===== src/rtl/accum_ctrl.sv =====
// accum_ctrl
//   Initiator side of the accumulator start/finish protocol. A job of length N
//   is accepted on the req_* port. The controller pulses acc_start for one
//   cycle with acc_data=N and waits for acc_finish. It then returns the
//   captured sum on the rsp_* port. If no finish arrives, a timeout returns
//   an error response with sum 0.
//
// Ports
//   clk, rst_n            clock, async active-low reset
//   req_valid/ready/len   job request handshake and job length N
//   rsp_valid/ready       result handshake
//   rsp_sum, rsp_err      captured sum, timeout flag (sum forced to 0)
//   acc_start, acc_data   start pulse and length to the accumulator
//   acc_finish, acc_sum   done pulse and sum from the accumulator
//   busy                  controller not idle
//   stray_fin             sticky: acc_finish seen outside WAIT
//   job_cnt               number of completed responses (wraps)
//
// State  | meaning
// -------+--------------------------------------------------------------
// IDLE   | ready for a job; acc_data parked at 0
// ISSUE  | single cycle with acc_start=1
// WAIT   | waiting for acc_finish; timeout counter running
// RESP   | rsp_valid=1; sum/err held until the consumer takes them
module accum_ctrl #(
    parameter int DW     = 3,
    parameter int TMO    = 15,
    parameter int TMO_W  = 4,
    parameter int JCNT_W = 8
) (
    input  logic              clk,
    input  logic              rst_n,
    input  logic              req_valid,
    output logic              req_ready,
    input  logic [DW-1:0]     req_len,
    output logic              rsp_valid,
    input  logic              rsp_ready,
    output logic [DW-1:0]     rsp_sum,
    output logic              rsp_err,
    output logic              acc_start,
    output logic [DW-1:0]     acc_data,
    input  logic              acc_finish,
    input  logic [DW-1:0]     acc_sum,
    output logic              busy,
    output logic              stray_fin,
    output logic [JCNT_W-1:0] job_cnt
);

    typedef enum logic [1:0] {
        S_IDLE  = 2'd0,
        S_ISSUE = 2'd1,
        S_WAIT  = 2'd2,
        S_RESP  = 2'd3
    } state_t;

    // The counter holds the number of WAIT cycles already spent. The last
    // allowed WAIT cycle sees TMO-1, so the controller spends exactly TMO
    // cycles in WAIT before it gives up.
    localparam logic [TMO_W-1:0] TMO_LAST = TMO_W'(TMO - 1);

    state_t              state_q, state_d;
    logic [DW-1:0]       len_q, len_d;
    logic [DW-1:0]       sum_q, sum_d;
    logic                err_q, err_d;
    logic [TMO_W-1:0]    tmo_q, tmo_d;
    logic [JCNT_W-1:0]   job_cnt_q, job_cnt_d;
    logic                stray_q, stray_d;

    // State and datapath registers
    always_ff @(posedge clk or negedge rst_n) begin
        if (!rst_n) begin
            state_q   <= S_IDLE;
            len_q     <= '0;
            sum_q     <= '0;
            err_q     <= 1'b0;
            tmo_q     <= '0;
            job_cnt_q <= '0;
            stray_q   <= 1'b0;
        end else begin
            state_q   <= state_d;
            len_q     <= len_d;
            sum_q     <= sum_d;
            err_q     <= err_d;
            tmo_q     <= tmo_d;
            job_cnt_q <= job_cnt_d;
            stray_q   <= stray_d;
        end
    end

    // Next-state and datapath logic
    always_comb begin
        state_d   = state_q;
        len_d     = len_q;
        sum_d     = sum_q;
        err_d     = err_q;
        job_cnt_d = job_cnt_q;
        tmo_d     = (state_q == S_WAIT) ? tmo_q + TMO_W'(1) : '0;
        stray_d   = stray_q | (acc_finish && (state_q != S_WAIT));

        case (state_q)
            S_IDLE: begin
                if (req_valid) begin
                    len_d = req_len;
                    sum_d = '0;
                    err_d = 1'b0;
                    // A zero-length job never starts the accumulator.
                    state_d = (req_len == '0) ? S_RESP : S_ISSUE;
                end
            end
            S_ISSUE: begin
                state_d = S_WAIT;
            end
            S_WAIT: begin
                // Finish is checked first so it wins over a coincident timeout.
                if (acc_finish) begin
                    sum_d   = acc_sum;
                    err_d   = 1'b0;
                    state_d = S_RESP;
                end else if (tmo_q == TMO_LAST) begin
                    sum_d   = '0;
                    err_d   = 1'b1;
                    state_d = S_RESP;
                end
            end
            S_RESP: begin
                if (rsp_ready) begin
                    job_cnt_d = job_cnt_q + JCNT_W'(1);
                    state_d   = S_IDLE;
                end
            end
            default: state_d = S_IDLE;
        endcase
    end

    // Outputs come from state and registers only.
    always_comb begin
        req_ready = (state_q == S_IDLE);
        rsp_valid = (state_q == S_RESP);
        acc_start = (state_q == S_ISSUE);
        busy      = (state_q != S_IDLE);
        acc_data  = (state_q != S_IDLE) ? len_q : '0;
        rsp_sum   = sum_q;
        rsp_err   = err_q;
        stray_fin = stray_q;
        job_cnt   = job_cnt_q;
    end

endmodule

===== config.mk =====
export PLATFORM = sky130hd
export DESIGN_NAME = accum_ctrl
export DESIGN_NICKNAME = d
export VERILOG_FILES = /design/src/rtl/accum_ctrl.sv
export SDC_FILE = /design/constraint.sdc
export NUM_CORES = 1
export LEC_CHECK = 0
export BUFFER_PORTS_ARGS = -buffer_cell sky130_fd_sc_hd__buf_4
export CAP_MARGIN = 20
export CORE_ASPECT_RATIO = 1.75
export CORE_MARGIN = 2
export CORE_UTILIZATION = 29
export CTS_BUF_LIST = sky130_fd_sc_hd__clkbuf_4
export CTS_CLUSTER_DIAMETER = 200
export DETAILED_ROUTE_END_ITERATION = 8
export SLEW_MARGIN = 25
export SYNTH_ARGS = -nofsm -noshare
export SYNTH_HDL_FRONTEND = slang
export SYNTH_SLANG_ARGS = --single-unit
export TNS_END_PERCENT = 100

===== constraint.sdc =====
create_clock -name clk -period 4.1 [get_ports clk]
set_input_delay 0.41 -clock clk [delete_from_list [all_inputs] [get_ports clk]]
set_output_delay 0.41 -clock clk [all_outputs]
set_load 0.01 [all_outputs]

==> metrics.md <==
| Metric | Value |
|---|---|
| Num CTS Buffers | 3 |
| Gr ovfl total | 0 |
| Syn nets | 113 |
| Post-synth top cells | dfrtp_1, inv_1, ha_1, nor2_1, xnor2_1 |
| Min cycle time layout | around 1900 ps |
| Share of layout cells above drive strength 1 | 0.302 |
| Final hold viol count | 0 |
| CTS root buf | clkbuf_4 |
| #FFs+latches synth | 22 |
| Setup Skew | 2.76 ps |
| Final Power | between 0.8 and 0.9 mW |
| ANT cells | 0 |
| DR pass1 iterations | 4 |
| Cell Area, Synth | 1070 um2 |
| Tightest Pin Transition | 345 ps |
| Layout area overhead | 29.7% |
| Clock insertion delay at the later pin of the skew report | roughly 300 ps |
| YS warnings | 0 |
| Core region area | 3590 um2 |
| Yosys cell types | 23 |
| Top_reg_cell synth | dfrtp_1 |
| Most frequent cell after synthesis | dfrtp_1 |
| Post-synth EDFFs | 0 |
| RR Startpoint | state_q[1] |
| Startpoint Class | flop |
| Worst vdd ir | 0.000390 V |
| Crit path launch | state_q[1] |
| Setup TNS | 0 ps |
| FF-to-FF setup slack | 2450 ps |
| Via density per instance | 4.55 |
| RSZ-0062 raised after global routing | false |
| DP Wirelength | approximately 1800 um |
| Nets | about 150 |
| R2R cell count | 5 |
| Routed WL | 2200 um |
| Worst EP arrival | 1530 ps |
| CTS sink count | 22 |
| CP max FO | 8 |
| Seq/Total Area, Yosys | 0.513 |
| Fmax | 0.517 GHz |
| Crit end category | output pin |
| First-pass GRT wire length | 3810 um |
| Largest net degree at the start of global routing | 23 |
| Synth top area cells | dfrtp_1, ha_1, xnor2_1, mux2_2, inv_1 |
| Top Ports | 31 |
| Worst Hold Class | in2reg |
| Die Wd | 50.0 um |
| Final period utilization | 0.472 |
| Status | finished clean |
| Ys async rst share | 1.00 |
| # setup viols final | 0 |
| Post-Syn Area per Cell | 11.4 um2 |
| Worst slew margin relative to its limit | 0.770 |
| Number of global-route vias before repair | 869 |
| Die height | 84.5 um |
| Critical Path Sink | busy |
| Max Cap Violations | 0 |
| LEAKAGE | 0.665 nW |
| Initial DRC Count | 18 |
| Worst r2r dst | rsp_sum[0] |
| Input/output buffers | 30 |
| Clk slew on worst S/H paths | 120 ps |
| Fin. max-slew vios | 0 |
| # fillers | 382 |
| Post-DRT Antenna Nets | 0 |
| CP Class | reg2out |
| Largest area contributor in the netlist | dfrtp_1 |
| FP Rows | 29 |
| Power Density | between 600 and 700 nW/um2 |
| Initial antenna violation count | 0 |
| Tot GR Track Use | 0.117 |
| Die Footprint | 4220 um2 |
| WP data required | 3690 ps |
| Drt wl/cell | 12.6 um |
| Cells after Synth | 94 |
| Deepest clock path buffer count | 2 |
| Via count | roughly 800 |
| Drt drc | 0 |
| CTS tree | done |
| H-tree depth | 1 |
| Routability cong. | roughly 0.76 |
| Post-synth top area share | 0.513 |
| Starting Density | 0.299 |
-- layout by cell type (no fill, tap or decap), drive strengths merged --
cell	Yosys	final
a21o	1	1
a21oi	2	2
a221oi	2	2
a22oi	1	1
and3	1	1
and4	1	1
buf	0	30
clkbuf	0	3
clkinv	0	1
dfrtp	22	22
dlygate4sd3	0	1
ha	8	8
inv	10	10
mux2	4	4
mux2i	3	3
nand2	4	4
nand3	3	3
nand4	2	2
nor2	7	7
nor2b	5	5
nor3	1	1
o2111ai	3	3
o21ai	3	3
o22ai	1	1
or3b	1	1
xnor2	7	7
xor2	2	2
-- cell families after synthesis --
kind of cell               share of synthesized area
and+or+nand+nor                                0.120
DFF                                            0.513
AOI/OAI and AO/OA                             0.0956
buffers and inverters                         0.0350
xor gates and xnor gates                      0.0734
adders and majority gates                     0.0932
muxes                                         0.0699
-- through the flow --
step	cell area (um2)	hold WS, ps	setup WS (ps)	utilization	cells
2_1_floorplan	1070	114	2590	-	94
3_3_place_gp	1360	312	2510	0.378	170
3_5_place_dp	1360	319	2450	0.378	170
4_1_cts	1390	330	2150	0.388	175
5_1_grt	1390	333	2070	0.388	175
6_report	1390	343	2160	0.388	175
-- worst max-delay path, cell delays in order, from the launching register on --
cell,delay [ps]
dfrtp_1,420
inv_1,140
ha_1,320
inv_1,170
buf_4,180
-- power by group --
part           switching, mW  internal [mW]
Sequential            0.0562          0.284
Combinational          0.205          0.207
Clock                 0.0623         0.0355
-- sequential cells by signal, summed over array words and instances, names as in the netlist --
signal / cells
tmo_q: 4
len_q: 3
stray_fin: 1
rsp_sum: 3
state_q: 2
rsp_err: 1
job_cnt: 8
-- area by class of cell --
cell class              count  area (um2)  share of cell area
flip-flops and latches     22         551               0.395
multi-input cells          62         485               0.349
repair buffers             31         235               0.169
well taps                  46        57.6              0.0413
inverters                  10        37.5              0.0270
clock buffers               3        22.5              0.0162
clock inverters             1        3.75             0.00270
-- worst min path at each step --
stage	end	slack, ps	depth (start not counted)	from
finish	len_q[2]	340	2	req_len[2]
global route	len_q[0]	330	2	req_len[0]
CTS	len_q[2]	330	2	req_len[2]
detailed placement	tmo_q[0]	320	1	rst_n
global placement	tmo_q[2]	310	1	rst_n
floorplan	job_cnt[0]	110	0	rst_n
-- what timing repair did --
action | 4_1_cts | 5_1_grt
hold buffers | 1 | 0
buffers inserted | 0 | 0
endpoints found under the hold margin | 22 | 0
resized for setup | 0 | 0
-- per-layer routing --
layer  share of wire  up-vias  track usage
met4           0.018        0       0.0682
met1            0.38      382        0.127
li1                -      390            -
met2            0.56       23        0.207
met5               0        -            0
met3           0.043        2       0.0178
(Power assumes the default switching activity.)
